===== config.mk =====
export PLATFORM = sky130hd
export DESIGN_NAME = pc_fetch_unit_flat
export DESIGN_NICKNAME = d
export VERILOG_FILES = /design/src/rtl/cpu_pkg.sv /design/src/rtl/pc_fetch_unit_if.sv /design/src/rtl/pc_next_calc.sv /design/src/rtl/pc_fetch_unit.sv /design/src/flat_wrapper.sv
export SDC_FILE = /design/constraint.sdc
export NUM_CORES = 1
export LEC_CHECK = 0
export CORE_ASPECT_RATIO = 1.25
export CORE_MARGIN = 10
export CORE_UTILIZATION = 30
export CTS_CLUSTER_SIZE = 24
export DETAILED_ROUTE_END_ITERATION = 7
export GPL_ROUTABILITY_DRIVEN = 1
export MAX_ROUTING_LAYER = met4
export SETUP_SLACK_MARGIN = 0.1
export SLEW_MARGIN = 25
export SYNTH_ARGS = -nofsm -noshare
export SYNTH_HDL_FRONTEND = slang
export SYNTH_SLANG_ARGS = --single-unit

===== constraint.sdc =====
create_clock -name clk -period 4.51 [get_ports clk]
set_input_delay 0.451 -clock clk [delete_from_list [all_inputs] [get_ports clk]]
set_output_delay 0.451 -clock clk [all_outputs]
set_load 0.005 [all_outputs]

===== src/rtl/cpu_pkg.sv =====
// Shared CPU definitions: word width, instruction word type, fetch FSM
// states and the default reset PC. Imported by the fetch-stage files.
package cpu_pkg;

    localparam int WORD_W = 32;

    typedef logic [WORD_W-1:0] word_t;
    typedef word_t             instr_t;

    // Default architectural PC after reset; must be word-aligned.
    localparam word_t RESET_PC_DEFAULT = 32'h0000_0000;

    // Clears bits [1:0] so every computed PC lands on a word boundary.
    localparam word_t WORD_ALIGN_MASK = ~word_t'(3);

    typedef enum logic [1:0] {
        HOLD  = 2'd0,
        FETCH = 2'd1,
        EXEC  = 2'd2
    } fetch_state_e;

endpackage


===== src/rtl/pc_fetch_unit_if.sv =====
// Instruction-memory handshake bundle. The fetch unit is the master
// (drives the request and address); the memory is the slave (returns the
// word and the busywait stall).
interface pc_fetch_unit_if;
    import cpu_pkg::*;

    logic   imem_read;
    word_t  imem_addr;
    instr_t imem_rdata;
    logic   imem_busywait;

    modport master (
        output imem_read,
        output imem_addr,
        input  imem_rdata,
        input  imem_busywait
    );

    modport slave (
        input  imem_read,
        input  imem_addr,
        output imem_rdata,
        output imem_busywait
    );

endinterface


===== src/rtl/pc_next_calc.sv =====
// Combinational next-PC arithmetic: PC+4 for the sequential successor and
// the aligned retire target PC+4+offset. All sums wrap mod 2^32, so a
// two's-complement offset gives a backward branch.
module pc_next_calc
    import cpu_pkg::*;
(
    input  word_t pc_i,
    input  word_t branch_offset_i,
    output word_t pc_plus4_o,
    output word_t pc_next_o
);

    assign pc_plus4_o = pc_i + word_t'(4);
    assign pc_next_o  = (pc_plus4_o + branch_offset_i) & WORD_ALIGN_MASK;

endmodule


===== src/rtl/pc_fetch_unit.sv =====
// Program-counter and instruction-fetch stage. Alternates FETCH (request
// the word at PC until the memory stops stalling) and EXEC (present the
// word to decode until data memory lets it retire), then advances the PC.
// Optional build macro: PC_RETIRE_COUNT_EN adds a retired-instruction
// counter on retired_o.
module pc_fetch_unit
    import cpu_pkg::*;
#(
    parameter word_t RESET_PC = RESET_PC_DEFAULT
) (
    input  logic                   clk,
    input  logic                   rst,
    pc_fetch_unit_if.master        imem,
    input  word_t                  branch_offset_i,
    input  logic                   dmem_busywait_i,
    output word_t                  pc_o,
    output word_t                  pc_plus4_o,
    output instr_t                 instr_o,
    output logic                   instr_valid_o
`ifdef PC_RETIRE_COUNT_EN
    ,
    output word_t                  retired_o
`endif
);

    fetch_state_e state_q;
    word_t        pc_q;
    word_t        pc_next_d;
    instr_t       instr_q;
    logic         imem_read_q;
    logic         instr_valid_q;
`ifdef PC_RETIRE_COUNT_EN
    word_t        retired_q;
`endif

    pc_next_calc u_pc_next_calc (
        .pc_i            (pc_q),
        .branch_offset_i (branch_offset_i),
        .pc_plus4_o      (pc_plus4_o),
        .pc_next_o       (pc_next_d)
    );

    // Fetch FSM with registered handshake outputs, PC and instruction registers.
    // NOTE: the reset branch sits in the sensitivity list, so reset clears
    // every register (and drops imem_read) immediately, not at the next edge.
    always_ff @(posedge clk or posedge rst) begin
        if (rst) begin
            state_q       <= HOLD;
            pc_q          <= RESET_PC;
            instr_q       <= '0;
            imem_read_q   <= 1'b0;
            instr_valid_q <= 1'b0;
`ifdef PC_RETIRE_COUNT_EN
            retired_q     <= '0;
`endif
        end else begin
            // NOTE: non-blocking assignments so every register here sees the
            // pre-edge value of the others, regardless of statement order.
            case (state_q)
                HOLD: begin
                    state_q     <= FETCH;
                    imem_read_q <= 1'b1;
                end
                FETCH: begin
                    if (!imem.imem_busywait) begin
                        instr_q       <= imem.imem_rdata;
                        state_q       <= EXEC;
                        imem_read_q   <= 1'b0;
                        instr_valid_q <= 1'b1;
                    end
                end
                EXEC: begin
                    if (!dmem_busywait_i) begin
                        pc_q          <= pc_next_d;
                        state_q       <= FETCH;
                        imem_read_q   <= 1'b1;
                        instr_valid_q <= 1'b0;
`ifdef PC_RETIRE_COUNT_EN
                        retired_q     <= retired_q + word_t'(1);
`endif
                    end
                end
                default: begin
                    state_q       <= HOLD;
                    imem_read_q   <= 1'b0;
                    instr_valid_q <= 1'b0;
                end
            endcase
        end
    end

    // The fetch address is the PC register itself, so it is stable for the
    // whole request (PC only moves on retire, when imem_read is low).
    assign imem.imem_read = imem_read_q;
    assign imem.imem_addr = pc_q;
    assign pc_o           = pc_q;
    assign instr_o        = instr_q;
    assign instr_valid_o  = instr_valid_q;
`ifdef PC_RETIRE_COUNT_EN
    assign retired_o      = retired_q;
`endif

endmodule

===== src/flat_wrapper.sv =====
// flat-port wrapper written by rule: the top's interface ports become plain ports
module pc_fetch_unit_flat import cpu_pkg::*;
#(
    parameter word_t RESET_PC = RESET_PC_DEFAULT
)
  (clk, rst, branch_offset_i, dmem_busywait_i, pc_o, pc_plus4_o, instr_o, instr_valid_o, imem_imem_read, imem_imem_addr, imem_imem_rdata, imem_imem_busywait);
  pc_fetch_unit_if imem_i ();
  input  logic clk;
  input  logic rst;
  input  word_t branch_offset_i;
  input  logic dmem_busywait_i;
  output word_t pc_o;
  output word_t pc_plus4_o;
  output instr_t instr_o;
  output logic instr_valid_o;
  output wire logic [$bits(imem_i.imem_read)-1:0] imem_imem_read;
  output wire logic [$bits(imem_i.imem_addr)-1:0] imem_imem_addr;
  input wire logic [$bits(imem_i.imem_rdata)-1:0] imem_imem_rdata;
  input wire logic [$bits(imem_i.imem_busywait)-1:0] imem_imem_busywait;
  assign imem_imem_read = imem_i.imem_read;
  assign imem_imem_addr = imem_i.imem_addr;
  assign imem_i.imem_rdata = imem_imem_rdata;
  assign imem_i.imem_busywait = imem_imem_busywait;
  pc_fetch_unit #(.RESET_PC(RESET_PC)) u_core (.clk(clk), .rst(rst), .imem(imem_i), .branch_offset_i(branch_offset_i), .dmem_busywait_i(dmem_busywait_i), .pc_o(pc_o), .pc_plus4_o(pc_plus4_o), .instr_o(instr_o), .instr_valid_o(instr_valid_o));
endmodule

* Word level (Yosys, flattened, before mapping)
Index checks and enable logic that the tools add are counted.
** Word-level totals
- Memory bits (read-only) :: 0
- Input bits :: 68
- Memories :: 0
- Bits in registers :: 66
- Output and inout port bits :: 130
- Word-level logic and storage cells :: 28
- Bits in writable memories :: 0
- Latch bits :: 0
** Operators by class
- Bitwise logic cells :: 3
- Shift operators :: 0
- Reduce and logical (&&, ||, !) cells :: 5
- Multiplexer cells :: 9
- Equal/unequal tests :: 4
- Divide/modulo/power cells :: 0
- Magnitude comparators :: 0
- Multiply operators :: 0
- Add/sub/neg operators :: 2
** Operators by type and width (count)
- adder 32 x 3 -> 32 bit, second input constant :: 1
- adder 32 bit :: 1
- case mux 1 bit (3 select lines) :: 2
- case mux 2 bit (3 select lines) :: 1
- AND reduction 2 bit :: 3
- two-way mux 1 bit :: 4
- two-way mux 2 bit :: 2
- != test 2 bit, second input constant :: 2
- NOT 1 bit :: 3
- AND reduction 3 bit :: 1
- == test 2 x 1 -> 1 bit, second input constant :: 1
- == test 2 bit, second input constant :: 1
- logical NOT 2 bit :: 1

* Depth between registers and ports, before layout
- Depth after elaboration :: 3
- Depth in mapped cells :: 16
- Depth with buffers taken out :: 15

* By module
A second synthesis with hierarchy kept.
** Second synthesis, totals
- Cell total of the unflattened synthesis :: 514
- Area total of the unflattened synthesis :: 5287.6 sq um
** Modules (own cells, without submodules)
- pc_fetch_unit :: seq. area each 1701.6 sq um, cells each 186, instances 1, area an instance 2977.9 sq um
- pc_next_calc :: seq. area each 0.0 sq um, cells each 328, instances 1, area an instance 2309.7 sq um

* Worst setup path before layout
Ideal clock, no wire load.
- Path type :: register -> register
- Start :: reg u_core.pc_q[4], in the netlist u_core.imem.imem_addr[4]
- End :: reg u_core.pc_q[31], in the netlist u_core.imem.imem_addr[31]
- Cell stages (with the launch flop) :: 17
- Path buffers :: 1
- Slack :: 1.073 ns
- Required time :: 4.430 ns
- Data arrival time :: 3.357 ns
- Clock period less this slack :: 3.437 ns
- Library setup time :: 0.080 ns
- Path through :: dfrtp_1 -> and3_1 -> and3_1 -> and3_1 -> nand3_1 -> nor2_1 -> nand2_1 -> xnor2_1 -> ha_1 -> clkbuf_1 -> a21o_1 -> a21o_1 -> a21oi_1 -> o21ai_0 -> a21o_1 -> a2111o_1 -> o211ai_2
** On the way
- Word-level cells in the longest chain between the ends :: 2
** Ends and longest elaborated chain
- from (decl) :: line pc_fetch_unit.sv:27 : word_t pc_q;
- from (signal assigned) :: line pc_fetch_unit.sv:74 : pc_q <= pc_next_d;
- adder 32 x 3 -> 32 bit :: line pc_next_calc.sv:13 : assign pc_plus4_o = pc_i + word_t'(4);
- via pc_plus4_o[24] :: line flat_wrapper.sv:13 : output word_t pc_plus4_o;
- adder 32 bit :: line pc_next_calc.sv:14 : assign pc_next_o = (pc_plus4_o + branch_offset_i) & WORD_ALIGN_MASK;
The timed path passes the listed nets, and every way through them passes these cells.
A chain may end at the register's enable or synchronous reset.

* Final worst setup path
- Start :: reg u_core.pc_q[4], in the netlist u_core.imem.imem_addr[4]
- End :: reg u_core.pc_q[31], in the netlist u_core.imem.imem_addr[31]
** On the way
- Word-level cells in the longest chain between the ends :: 2
** Ends and longest elaborated chain (line)
- adder 32 x 3 -> 32 bit :: pc_next_calc.sv:13
- adder 32 bit :: pc_next_calc.sv:14
Every way passes these cells.

==> Flow_metrics.wiki <==
{| class="wikitable"
! Metric !! Value
|-
| Run status || complete, no violations
|-
| Syn-to-layout area delta || 44.7%
|-
| Leading register cell type out of synthesis || sky130_fd_sc_hd__dfrtp_1
|-
| Capturing element of the worst setup path || u_core.imem.imem_addr[31]
|-
| Initial antenna violation count || 1
|-
| Worst setup slack for register-to-register paths || 490 ps
|-
| TritonCTS clock tree || yes
|-
| Setup tns final || 0 ps
|-
| FF-to-FF Start || u_core.imem.imem_addr[4]
|-
| Transition time of the tightest slew-check pin || 701 ps
|-
| Worst max-slew margin expressed relative to the limit || 0.532
|-
| Worst Path Arrival || roughly 4300 ps
|-
| Die area || ~22,000 um^2
|-
| Mux share of post-synthesis cell area || 0.0730
|-
| Count of placed standard cells including taps || around 900
|-
| Ratio of cells with drive above 1 in the final layout || 0.101
|-
| Pwr dens || approximately 690 nW/um^2
|-
| Max-cap check violation count || 0
|-
| Fmax achieved || around 0.25 GHz
|-
| Placement Setup Slack || 517 ps
|-
| Total clock buffers created by CTS || 9
|-
| Residual DRC count || 0
|-
| Top routing layer in use || met4
|-
| Total via count after detailed routing || between 4,000 and 5,000
|-
| Launching instance or port of the critical path || u_core.imem.imem_addr[4]
|-
| Post-synthesis register bit count || 65
|-
| Async set-reset flop share out of synthesis || 1.00
|-
| Initial Util || 0.305
|-
| Final cell utilization of the core || 0.441
|-
| Ratio of final minimum period to clock period || 0.891
|-
| Worst Setup Slack, final || around 500 ps
|-
| Final Power || about 4.9 mW
|-
| Required @ worst endpoint || between 4000 and 5000 ps
|-
| Synthesized-area fraction occupied by adder cells || 0.0877
|-
| Post-DP HPWL || around 13,000 um
|-
| DRT met1 WL || roughly 6500 um
|-
| Core Area || 16,200 um^2
|-
| Gate count of the mapped netlist || around 540
|-
| Number of clock sinks seen by CTS || 65
|-
| Vertical die dimension || between 150 and 200 um
|-
| Total met2 wirelength after detailed routing || ~8400 um
|-
| Metal3 WL || about 1300 um
|-
| Mean instance size in the synthesized netlist || between 9 and 10 um^2
|-
| Reported leakage power || a little under 3 nW
|-
| Detailed Route Iter0 Violations || 196
|-
| Most common library cell in the layout ignoring fill and taps || sky130_fd_sc_hd__clkdlybuf4s50_1
|-
| Gr ovfl total || 0
|-
| Total of warnings raised by yosys || 0
|-
| Worst Reg2Reg Path Length in Cells || 15
|-
| Number of flops mapped to enable cells by yosys || 0
|-
| Path type of the worst min-delay path || register to register
|-
| Final hold slack || 504 ps
|-
| Post-synthesis compound-gate area fraction || 0.178
|-
| Class of the most critical setup path || register to register
|-
| Hold bufs inserted after CTS || 0
|-
| Clock latency of the later-clocked register in the worst-skew pair || roughly 340 ps
|-
| Number of max-slew violations in the final report || 0
|-
| Clock Skews || slightly below 9 ps
|-
| Synthesized-area fraction occupied by and/or/nand/nor cells || 0.169
|-
| Fin crit period || between 4000 and 5000 ps
|-
| Final number of setup-violating endpoints || 0
|-
| Sequential-to-total area share from yosys stat || 0.330
|-
| Critical Path End Type || register
|-
| Maximum fanout along the worst path || 8
|-
| Routed Wire Length || roughly 16,000 um
|-
| Cell area reported after detailed placement || 6820 um^2
|-
| Clock transition at the registers of the reported paths || ~60 ps
|-
| Via count of the first global-routing pass || roughly 4,900
|-
| Post-route non-filler standard cell count || between 900 and 1,000
|-
| Post-Layout Inst Area || about 7100 um^2
|-
| Number of buffers inserted to repair setup after CTS || 0
|-
| Final routed wire length divided by cell count || about 18 um
|-
| Maximum buffer depth of the clock tree || 2
|-
| Area share of xor/xnor cells in the synthesized design || 0.0849
|-
| Total global routing track utilization || 0.153
|-
| Die extent in x || 135 um
|-
| Endpoint of the most critical register-to-register path || u_core.imem.imem_addr[31]
|-
| # nets final || 799
|-
| Hold violation count in the final report || 0
|-
| Largest net degree at the start of global routing || 57
|-
| IO Port Bufs || 189
|-
| Category of the worst setup path launch point || register
|-
| Unrepaired setup endpoints after global routing || no
|-
| Routability congestion estimate || slightly above 0.9
|-
| Maximum vdd ir drop || 0.301 mV
|-
| Root buffer selected by CTS || sky130_fd_sc_hd__clkbuf_16
|-
| DRT antenna net count || 0
|-
| Worst hold path startpoint || u_core.instr_o[31]
|-
| Avg Vias per Cell || between 4 and 5
|-
| First-pass GRT wire length || roughly 26,000 um
|-
| Highest-count cells in the layout ignoring fill and taps || sky130_fd_sc_hd__clkdlybuf4s50_1 (189), sky130_fd_sc_hd__nand2_1 (68), sky130_fd_sc_hd__dfrtp_1 (65), sky130_fd_sc_hd__ha_1 (33)
|-
| Syn Std Cell Area || 4930 um^2
|-
| Resize count post-CTS || 0
|-
| Depth of the CTS H-tree || 3
|-
| Number of top-level design ports || 198
|-
| Number of placement rows || between 50 and 60
|-
| Largest family of logic cells by synthesized area || compound AO/OA/AOI/OAI gates
|-
| Count of distinct cell types in the synthesized netlist || 58
|-
| Pre-antenna DRT Iters || 4
|}
-- per-layer routing --
| layer | track usage | vias up |
|---|---|---|
| met3 | 0.0406 | 26 |
| met2 | 0.258 | 157 |
| li1 | - | 2219 |
| met1 | 0.168 | 2179 |
| met4 | 0.0585 | 0 |
| met5 | - | - |
-- flip-flops by register name, indices dropped and copies added (netlist names) --
| register | flops |
|---|---|
| u_core.imem.imem_addr | 30 |
| u_core.instr_o | 32 |
| u_core.state_q | 2 |
| u_core.instr_valid_o | 1 |
-- Yosys cell counts (all sizes together) (2+ instances only) --
master | number | area [um^2]
nand2 | 68 | 255
dfrtp | 65 | 1630
buf | 37 | 278
ha | 33 | 413
mux2 | 32 | 360
o21ai | 32 | 160
xnor2 | 32 | 280
a21oi | 26 | 134
nand3 | 25 | 125
nor2 | 25 | 96.4
a21o | 19 | 143
clkbuf | 18 | 67.6
xor2 | 15 | 139
nand4 | 11 | 75.1
and3 | 10 | 62.6
inv | 9 | 33.8
o211ai | 7 | 62.6
nor3 | 6 | 35.0
o31ai | 6 | 45.0
a211o | 5 | 43.8
and4 | 5 | 46.3
a31oi | 4 | 25.0
nand2b | 4 | 25.0
o21a | 4 | 30.0
o21bai | 4 | 30.0
or3 | 4 | 25.0
a221oi | 3 | 26.3
and2 | 3 | 18.8
o22ai | 3 | 18.8
or2 | 3 | 18.8
a2111oi | 2 | 36.3
a211oi | 2 | 15.0
nor3b | 2 | 15.0
nor4 | 2 | 12.5
o311a | 2 | 20.0
-- power breakdown --
group          internal [mW]  switching, mW  total [mW]
Sequential             0.866          0.312        1.18
Clock                  0.461          0.294       0.755
Combinational           1.68           1.33        3.02
Total                   3.01           1.94        4.95
-- final cells by class --
cell class / instances / area, um^2
Fill cell: 1594 / 9060
Inverter: 9 / 33.8
Antenna cell: 1 / 2.50
Clock inverter: 5 / 62.6
Multi-Input combinational cell: 418 / 2960
Sequential cell: 65 / 1630
Tap cell: 216 / 270
Clock buffer: 11 / 253
Timing Repair Buffer: 194 / 1930
-- worst max-delay path, cell delays in order (launching register included) --
cell                       delay, ps
sky130_fd_sc_hd__dfrtp_1         460
sky130_fd_sc_hd__and3_1          270
sky130_fd_sc_hd__and3_1          210
sky130_fd_sc_hd__and3_1          210
sky130_fd_sc_hd__nand3_1         160
sky130_fd_sc_hd__nor2_1          430
sky130_fd_sc_hd__nand2_1         120
sky130_fd_sc_hd__xnor2_1         210
sky130_fd_sc_hd__ha_1            360
sky130_fd_sc_hd__a21o_1          250
sky130_fd_sc_hd__a21o_1          180
sky130_fd_sc_hd__a21oi_1         270
sky130_fd_sc_hd__o21ai_0         160
sky130_fd_sc_hd__a21o_1          220
sky130_fd_sc_hd__a2111o_1        350
sky130_fd_sc_hd__o211ai_2         80
-- worst min-delay path by stage --
stage          slack (ps)                  to  cells after the start
2_1_floorplan         510  u_core.instr_o[28]                      1
3_3_place_gp          490  u_core.instr_o[11]                      1
3_5_place_dp          490  u_core.instr_o[13]                      1
4_1_cts               510  u_core.instr_o[31]                      1
5_1_grt               530  u_core.instr_o[19]                      1
6_report              500  u_core.instr_o[31]                      1
-- cell families after synthesis --
logic type / count (synthesis)
simple gates: 171
compound gates: 128
flops: 65
buf+inv: 64
xor+xnor: 47
fa+ha+maj: 34
mux: 32
other cells: 1
No activity file was read; power rests on OpenSTA's default activity.
